<file path="src/rtl/jcy_predictor.sv">
// jcy_predictor: direction predictor for the JCY (jump-on-carry)
// microinstruction. A table of 2-bit saturating counters, indexed by the low
// address bits of the fetched JCY, supplies the predicted direction. The
// checker's verdict trains the table, raises a one-cycle flush on a
// mispredict and feeds saturating hit/miss statistics. Only one JCY may be
// outstanding; a second JCY fetch is stalled until the first one resolves.
module jcy_predictor #(
  parameter int          IDX_W    = 4,
  parameter logic [1:0]  CNT_INIT = 2'b01,
  parameter logic [6:0]  JCY_OP   = 7'b1010000
) (
  input  logic        clk,
  input  logic        rst_n,
  input  logic        fetch_valid,
  input  logic [6:0]  fetch_T,
  input  logic [15:0] fetch_W,
  output logic        stall,
  output logic        pred_valid,
  output logic        last_pred,
  output logic [1:0]  pred_type,
  input  logic        checked,
  input  logic        incorrect_pred,
  input  logic        correct_pred,
  output logic        flush,
  output logic        redirect_taken,
  output logic [15:0] hit_cnt,
  output logic [15:0] miss_cnt
);

  localparam int DEPTH = 1 << IDX_W;

  typedef enum logic {
    IDLE,
    PENDING
  } state_t;

  state_t             r_state;
  state_t             w_nextState;

  logic [1:0]         r_ctr [DEPTH];
  logic [IDX_W-1:0]   r_pendIdx;
  logic               r_lastPred;
  logic [1:0]         r_predType;
  logic               r_flush;
  logic               r_redirectTaken;
  logic [15:0]        r_hitCnt;
  logic [15:0]        r_missCnt;

  logic               w_isJcy;
  logic               w_accept;
  logic               w_resolve;
  logic               w_stall;
  logic               w_predValid;
  logic [IDX_W-1:0]   w_fetchIdx;
  logic [1:0]         w_readCtr;
  logic [1:0]         w_pendCtr;
  logic [1:0]         w_ctrNext;
  logic               w_unusedAddrBits;

  // Address bits above the index are deliberately ignored (aliasing is intended).
  assign w_unusedAddrBits = ^fetch_W[15:IDX_W];

  assign w_isJcy    = fetch_valid && (fetch_T == JCY_OP);
  assign w_fetchIdx = fetch_W[IDX_W-1:0];
  assign w_readCtr  = r_ctr[w_fetchIdx];
  assign w_pendCtr  = r_ctr[r_pendIdx];

  // State register; a reset drops any outstanding prediction.
  always_ff @(posedge clk) begin
    if (!rst_n) begin
      r_state <= IDLE;
    end else begin
      r_state <= w_nextState;
    end
  end

  // Next-state logic plus the combinational stall / accept / resolve strobes.
  always_comb begin
    w_nextState = r_state;
    w_stall     = 1'b0;
    w_predValid = 1'b0;
    w_accept    = 1'b0;
    w_resolve   = 1'b0;
    case (r_state)
      IDLE: begin
        if (w_isJcy) begin
          w_accept    = 1'b1;
          w_nextState = PENDING;
        end
      end
      PENDING: begin
        w_predValid = 1'b1;
        w_stall     = w_isJcy;
        if (checked) begin
          w_resolve   = 1'b1;
          w_nextState = IDLE;
        end
      end
      default: begin
        w_nextState = IDLE;
      end
    endcase
  end

  // Saturating train step for the counter of the outstanding prediction.
  always_comb begin
    w_ctrNext = w_pendCtr;
    if (correct_pred) begin
      if (w_pendCtr != 2'b11) begin
        w_ctrNext = w_pendCtr + 2'b01;
      end
    end else begin
      if (w_pendCtr != 2'b00) begin
        w_ctrNext = w_pendCtr - 2'b01;
      end
    end
  end

  // Counter table: reset to the weak initial value, trained only on resolve.
  always_ff @(posedge clk) begin
    if (!rst_n) begin
      for (int i = 0; i < DEPTH; i++) begin
        r_ctr[i] <= CNT_INIT;
      end
    end else if (w_resolve) begin
      r_ctr[r_pendIdx] <= w_ctrNext;
    end
  end

  // Capture the prediction on accept and hold it until the next accept.
  always_ff @(posedge clk) begin
    if (!rst_n) begin
      r_pendIdx  <= '0;
      r_lastPred <= 1'b0;
      r_predType <= 2'b00;
    end else if (w_accept) begin
      r_pendIdx  <= w_fetchIdx;
      r_lastPred <= w_readCtr[1];
      r_predType <= w_readCtr;
    end
  end

  // One-cycle flush pulse with the correct direction on a mispredict.
  always_ff @(posedge clk) begin
    if (!rst_n) begin
      r_flush         <= 1'b0;
      r_redirectTaken <= 1'b0;
    end else begin
      r_flush <= w_resolve && incorrect_pred;
      if (w_resolve && incorrect_pred) begin
        r_redirectTaken <= correct_pred;
      end
    end
  end

  // Saturating hit/miss statistics, stepped once per resolved prediction.
  always_ff @(posedge clk) begin
    if (!rst_n) begin
      r_hitCnt  <= 16'd0;
      r_missCnt <= 16'd0;
    end else if (w_resolve) begin
      if (incorrect_pred) begin
        if (r_missCnt != 16'hFFFF) begin
          r_missCnt <= r_missCnt + 16'd1;
        end
      end else begin
        if (r_hitCnt != 16'hFFFF) begin
          r_hitCnt <= r_hitCnt + 16'd1;
        end
      end
    end
  end

  assign stall          = w_stall;
  assign pred_valid     = w_predValid;
  assign last_pred      = r_lastPred;
  assign pred_type      = r_predType;
  assign flush          = r_flush;
  assign redirect_taken = r_redirectTaken;
  assign hit_cnt        = r_hitCnt;
  assign miss_cnt       = r_missCnt;

endmodule

</file>
<file path="config.mk">
export PLATFORM = sky130hd
export DESIGN_NAME = jcy_predictor
export DESIGN_NICKNAME = d
export VERILOG_FILES = /design/src/rtl/jcy_predictor.sv
export SDC_FILE = /design/constraint.sdc
export NUM_CORES = 1
export LEC_CHECK = 0
export ABC_AREA = 1
export BUFFER_PORTS_ARGS = -buffer_cell sky130_fd_sc_hd__buf_2
export CAP_MARGIN = 20
export CELL_PAD_IN_SITES_DETAIL_PLACEMENT = 2
export CELL_PAD_IN_SITES_GLOBAL_PLACEMENT = 2
export CORE_ASPECT_RATIO = 1.5
export CORE_UTILIZATION = 30
export CTS_BUF_LIST = sky130_fd_sc_hd__clkbuf_16
export DETAILED_ROUTE_END_ITERATION = 8
export MAX_ROUTING_LAYER = met4
export PLACE_DENSITY = 0.79
export SKIP_LAST_GASP = 1
export SYNTH_ARGS = -nofsm -noshare
export SYNTH_HDL_FRONTEND = slang
export SYNTH_SLANG_ARGS = --single-unit
</file>
<file path="constraint.sdc">
create_clock -name clk -period 1.79 [get_ports clk]
set_input_delay 0.4475 -clock clk [delete_from_list [all_inputs] [get_ports clk]]
set_output_delay 0.4475 -clock clk [all_outputs]
set_load 0.005 [all_outputs]
</file>
After elaboration in Yosys (flattened, before gate mapping)
Memory sizes are Yosys's and may differ from the RTL's. A register that Yosys moved wholly into a read port is not among the register bits.
Index checks and enable logic that the tools add are counted.

storage, ports and cells
  memory bits (writable) = 32
  register bits after elaboration = 42
  memories = 1

operators by class
  bitwise operators = 2
  reductions and logical operators = 6
  $add $sub $neg = 4
  muxes and demuxes = 20
  equality and inequality tests = 4

memories
  name   depth  bits a word  read ports  clocked after Yosys merged registers in  write ports  line  source
  r_ctr  16     2            2           1                                        16           40    logic [1:0] r_ctr [DEPTH];

operator list
  kind                                              number
  adder 16 x 1 -> 16 bit, second input constant     2
  inequality test 16 bit, second input constant     2
  2-to-1 mux 1 bit                                  12
  2-to-1 mux 4 bit                                  3
  2-to-1 mux 2 bit                                  4
  == test 7 bit, second input constant              1
  AND reduction 3 bit                               2
  adder 2 x 1 -> 2 bit, second input constant       1
  logical AND 1 bit                                 2
  inequality test 2 bit, second input constant      1
  NOT 1 bit                                         2
  case mux 1 bit (2 select lines)                   1
  nonzero test 2 bit                                1
  OR reduction 2 bit                                1
  subtractor 2 x 1 -> 2 bit, second input constant  1

Logic depth before layout (Yosys ltp)
Gate-level depths: netlist of run 1.

  word-level depth = 7
  gate-level depth with buffers = 12
  gate-level depth less buffers = 11

Worst setup path before layout of run 1
Ideal clock, no wire load.

  path kind = reg-to-reg
  start point = register r_hitCnt[0] (netlist: hit_cnt[0])
  end point = register r_hitCnt[0] (netlist: hit_cnt[0])
  clock period less this slack = 1654 ps
  arrival = 1526 ps
  setup time = 128 ps
  stages on the path, launching flop included = 8
  buffers on the path = 1
  setup slack = 136 ps
  path through = dfxtp_1 ha_1 nand3_1 or2_2 o21ai_2 buf_4 xor2_1 nor2_1

between the ends
  cells in the longest elaborated chain, start to end = 2
  elaborated cells on any way between the ends = 3
  those cells by class = add/sub (1); eq/ne (1); reduce/logical (1)

RTL lines
  what                                                            line  source
  start: declaration                                              46    logic [15:0] r_hitCnt;
  start signal: assignment                                        168   r_hitCnt <= r_hitCnt + 16'd1;
  branches (longest 2 deep; another with adder 16 x 1 -> 16 bit)  --

Parallel ways; which one is timed is not known.
A chain may end at the register's enable or synchronous reset.

==> results.ini, run 1 <==
[outcome]
status = complete, but fails checks
violations = setup timing

[final_layout]
layout-drive-gt1-share = 0.255
antennaDiodeCount = 0
fin_cells = 845
final_nets = 709
layout-area-overhead-vs-synth_pct = 29.6
postLayoutCoreUtil = 0.402

[logic_synthesis]
synth_top_cell_area_share = 0.227
synthTopCellsByArea = edfxtp_1 23%, dfxtp_1 21%, nand2_1 11%
async_reset_ff_frac = 0
syn_area_um2 = 4230
ys_seq_area_frac = 0.440
synth_edf_count = 32
yosys_warnings = 0
synthFlopType = dfxtp_1
syn_nets = 623
synth.distinct_cells = 30
avgSynthCellArea_um2 = 7.15
syn-instance-count = 592
synth.top_cells.by_count = 119 x nand2_1, 92 x inv_1, 78 x nor2_1
synth.ff_latch_count = 77
yosysTopAreaCell = edfxtp_1
synth_most_common_cell = nand2_1

[sta]
min_period_over_period = 1.02
hold_viol = 0
fmax_mhz = 545
setup_violations = 31
setup_ws_ns = -0.0441
rsz0062_at_grt = yes
skew_ns = 0.00749
relSlewSlack = 0.692
period_needed_ns = 1.83
holdWs_ns = 0.369
drv_slew = 0
tightestPinTransition_ns = 0.458

[die]
num_rows = 52
dieHeight_um = 148
die_area_um2 = 14600
start_util = 0.310
pin_count = 68
die_width_um = 99
design.core.area_um2 = 13700

[power]
ir_worst_vdd_mv = 0.398
p_leak_nw = 2.24
powerDensity_nw_per_um2 = 715

[grt]
grt_max_degree = 40
antenna_found_initial = 0
grt_pass1_wl_um = 25200
grt_usage = 0.233
grt_remaining_overflow = 0
grt_pass1_vias = 4854

[drt]
met1Wirelength_um = 6280
drcViolationCount = 0
wire_per_inst_um = 19.7
top_layer = met4
drt_iter0_markers = 145
wl_met2_um = 9500
via_per_inst = 5.19
drtAntennaViolNets = 0
routed-wl-met3_um = 354
totalWireLength_um = 16700
dr.pass1.iters = 4
via_count = 4384

[critical_path]
crit_type = register to register
crit_fanout = 8
worstPathArrival_ns = 1.92
startpoint_type = register
crit_required_ns = 1.88
end_kind = register

[placed_design]
port_buffers = 55
place_congestion = 0.834
dp_hpwl_um = 11300
placedCellCount = 818

[clocking]
cts_buffers = 9
cts.path.max_buffers = 2
clock_latency_ns = 0.35
clk_pin_slew_ns = 0.07
tritoncts = done
clkSinkCount = 77
htree_num_levels = 3
root_buffer = clkbuf_16
hold_buffers = 0

[flow_run]
drv_cap = 0

[min_path]
hold_class = input port to register

## final timing paths
check | startpoint | to | cells after the start | slack (ns)
worst max register to register | register | r_ctr[12][0]$_SDFFCE_PN1P_ | 11 | -0.04
worst max-delay path | register | r_ctr[12][0]$_SDFFCE_PN1P_ | 11 | -0.04
worst min register to register | hit_cnt[15]$_SDFFE_PN0P_ | hit_cnt[15]$_SDFFE_PN0P_ | 2 | 0.50
worst min-delay path | incorrect_pred | flush$_SDFF_PN0_ | 3 | 0.37
## stage by stage
stage               instance area (um2)  TNS [ns]  power, mW  setup slack, ns
detailed placement                 4830     -2.31       2.07          -0.0879
CTS                                5200  -0.00210       3.94         -0.00210
global placement                   4830    -0.196       2.06          -0.0202
finish                             5490    -0.849       3.92          -0.0441
floorplan                          4230         0       1.99            0.136
global route                       5490     -3.74       4.03           -0.121
## registers in the layout, summed over array words and instances (netlist names), named ones only
signal	cells
hit_cnt	16
r_pendIdx	4
miss_cnt	16
flush	1
r_ctr	32
pred_type	1
r_state	1
last_pred	1
redirect_taken	1
## final cells by class
| cell class | count | area, um2 |
|---|---|---|
| fillers | 1627 | 8180 |
| repair inverters | 1 | 7.51 |
| clock inverters | 7 | 65.1 |
| flip-flops and latches | 77 | 1870 |
| inverters | 94 | 363 |
| well taps | 162 | 203 |
| clock buffers | 9 | 225 |
| multi-input cells | 402 | 2110 |
| repair buffers | 93 | 644 |
## cells by family after synthesis
family                     synth area share
and+or+nand+nor                       0.316
AOI/OAI and AO/OA                    0.0990
adders and majority gates           0.00591
DFF                                   0.440
xor gates and xnor gates             0.0269
buffers and inverters                 0.112
## routing by layer
layer | vias to the layer above | GRT usage
met5 | - | -
met4 | 0 | 0.102
met3 | 35 | 0.0217
met2 | 78 | 0.458
met1 | 2193 | 0.227
li1 | 2078 | -
## report_power, final
group | internal [mW] | leakage [nW] | total [mW] | switching (mW)
combinational | 0.0658 | 1.46 | 0.217 | 0.151
sequential | 1.83 | 0.640 | 1.84 | 0.00804
clock | 1.07 | 0.139 | 1.86 | 0.793
## critical path, stage by stage (launching register included)
cell	delay [ns]
dfxtp_4	0.36
buf_12	0.14
buf_6	0.12
nor2_4	0.10
nor2_1	0.06
nand2_1	0.09
nand3_2	0.07
nand3_2	0.08
nand3b_1	0.16
nand2_4	0.14
clkbuf_16	0.17
nand3_1	0.07
## what timing repair did
action / 4_1_cts / 5_1_grt
setup endpoints to repair: 38 / 64
buffers inserted: 2 / 4
resized for setup: 10 / 60
cloned: 2 / 3
pin swaps: 3 / 14
## cells in the final DEF (no fill, tap or decap), types with 3 or more instances in the layout
cell        instances
nand2_1           111
inv_1              89
nor2_1             65
nand3_1            58
buf_2              56
dfxtp_1            38
a21oi_1            35
o21ai_0            32
edfxtp_1           32
buf_4              27
nor2_2             17
nor3_1             15
nand3_2            11
clkbuf_16          11
nand2_2             8
xor2_1              8
dfxtp_2             6
xnor2_1             5
nand4_1             5
clkinvlp_4          5
buf_6               5
o211ai_1            4
nor3b_1             3
nand2_4             3
Power figures use the tool's default switching activity.
==> run 2: changes to the inputs <==
--- a/config.mk
+++ b/config.mk
@@ -6,16 +6,16 @@
 export NUM_CORES = 1
 export LEC_CHECK = 0
 export ABC_AREA = 1
-export BUFFER_PORTS_ARGS = -buffer_cell sky130_fd_sc_hd__buf_2
 export CAP_MARGIN = 20
 export CELL_PAD_IN_SITES_DETAIL_PLACEMENT = 2
 export CELL_PAD_IN_SITES_GLOBAL_PLACEMENT = 2
 export CORE_ASPECT_RATIO = 1.5
-export CORE_UTILIZATION = 30
+export CORE_UTILIZATION = 36
 export CTS_BUF_LIST = sky130_fd_sc_hd__clkbuf_16
 export DETAILED_ROUTE_END_ITERATION = 8
+export DONT_BUFFER_PORTS = 1
 export MAX_ROUTING_LAYER = met4
-export PLACE_DENSITY = 0.79
+export PLACE_DENSITY = 0.83
 export SKIP_LAST_GASP = 1
 export SYNTH_ARGS = -nofsm -noshare
 export SYNTH_HDL_FRONTEND = slang
==> results.ini, run 2 (same netlist as run 1, synthesis figures left out) <==
[final_layout]
fill_cells = 1290
final_nets = 661
mostFrequentLayoutCell = nand2_1
regMostFlops = r_ctr
antennaDiodeCount = 0
layout-drive-gt1-share = 0.269
fin_cells = 785
most-common-layout-cells = 109 x nand2_1, 88 x inv_1, 54 x nor2_1
multi_input_area_um2 = 2400
layout-area-overhead-vs-synth_pct = 32.5
ff_latch_area_um2 = 1880
largest_reg_flops = 32

[grt]
grt_pass1_wl_um = 27900
grt_max_degree = 41
grt_usage = 0.316
grt_remaining_overflow = 0
grt_pass1_vias = 5024
antenna_found_initial = 0

[sta]
skew_ns = 0.0166
setup_ws_ns = -0.144
fmax_mhz = 517
rsz0062_at_grt = yes
relSlewSlack = 0.693
setup_violations = 30
period_needed_ns = 1.93
hold_viol = 0
drv_slew = 0
min_period_over_period = 1.08
tightestPinTransition_ns = 0.460

[placed_design]
port_buffers = 0
placedCellCount = 753
dp_hpwl_um = 10600
place_congestion = 0.803
place_ws_ns = -0.116

[clocking]
htree_num_levels = 3
root_buffer = clkbuf_16
cts.path.max_buffers = 2
clkSinkCount = 77
hold_buffers = 0
cts_buffers = 9
tritoncts = done
clk_pin_slew_ns = 0.07
clock_latency_ns = 0.37

[power]
p_leak_nw = 2.06
powerDensity_nw_per_um2 = 743
power_mw = 4.17
ir_worst_vdd_mv = 0.608

[die]
num_rows = 48
dieHeight_um = 135
start_util = 0.369
die_area_um2 = 12200
pin_count = 68
design.core.area_um2 = 11500
die_width_um = 90.6

[drt]
drtAntennaViolNets = 0
wire_per_inst_um = 26.1
dr.pass1.iters = 4
via_per_inst = 5.64
via_count = 4425
drcViolationCount = 0
drt_iter0_markers = 170
totalWireLength_um = 20500

[min_path]
hold_class = input port to register
min_from = rst_n

[critical_path]
worstPathArrival_ns = 2.17
crit_required_ns = 2.03
crit_start = r_state$_SDFF_PN0_
end_kind = register
crit_type = register to register
crit_fanout = 7
startpoint_type = register
r2r-start = r_state$_SDFF_PN0_

[outcome]
status = complete, but fails checks
violations = setup timing

[flow_run]
drv_cap = 0

==> run 2: changes by cell type in the layout (fill, tap and decap cells not counted), sizes merged <==
cell      before  now
clkinvlp       5    3
clkbuf        11    9
buf           91   46
bufinv         1    2
==> run 2: path summary, 6_finish.rpt <==
path / slack [ns] / to / depth (start not counted)
min: 0.22 / hit_cnt[10]$_SDFFE_PN0P_ / 2
min reg2reg: 0.49 / hit_cnt[15]$_SDFFE_PN0P_ / 2
max reg2reg: -0.14 / miss_cnt[10]$_SDFFE_PN0P_ / 8
max: -0.14 / miss_cnt[10]$_SDFFE_PN0P_ / 8
==> run 2: power breakdown <==
part,switching [mW],internal [mW]
logic,0.135,0.0570
clock network,0.900,1.23
registers,0.00973,1.83
total,1.04,3.12
==> run 2: per-layer routing <==
metal  track usage  routed length [um]
met5             -                   0
met2         0.599               11400
met1         0.291                7120
met3        0.0648                 788
met4         0.175                1160
==> run 2: cell type report <==
type | count | area share
inverter | 94 | 0.0656
clock inverter | 7 | 0.0176
clock buffer | 9 | 0.0401
tap | 150 | 0.0335
timing repair buffer | 46 | 0.0807
sequential | 77 | 0.335
multi-input combinational | 402 | 0.428
==> run 2: timing repair <==
action	4_1_cts	5_1_grt
buffers inserted	13	3
resized for setup	50	108
setup endpoints to repair	61	86
cloned	2	0
pin swaps	9	25
==> run 2: per-stage QoR <==
| stage | hold slack [ns] | instance area, um2 | setup TNS, ns | utilization |
|---|---|---|---|---|
| after floorplan | 0.470 | 4230 | 0 | - |
| after global placement | 0.494 | 4560 | 0 | 0.397 |
| after detailed placement | 0.508 | 4560 | -1.73 | 0.397 |
| after CTS | 0.218 | 5200 | -0.145 | 0.454 |
| after global routing | 0.223 | 5610 | -5.52 | 0.489 |
| final | 0.219 | 5610 | -1.05 | 0.489 |
==> run 2: critical path, cell delays in order, from the launching register on <==
cell     delay [ns]
dfxtp_1        0.39
nand2_2        0.11
buf_4          0.17
nor2_1         0.27
nand2_2        0.20
nor2_2         0.20
nand2_1        0.13
o21ai_0        0.28
nor2_1         0.08
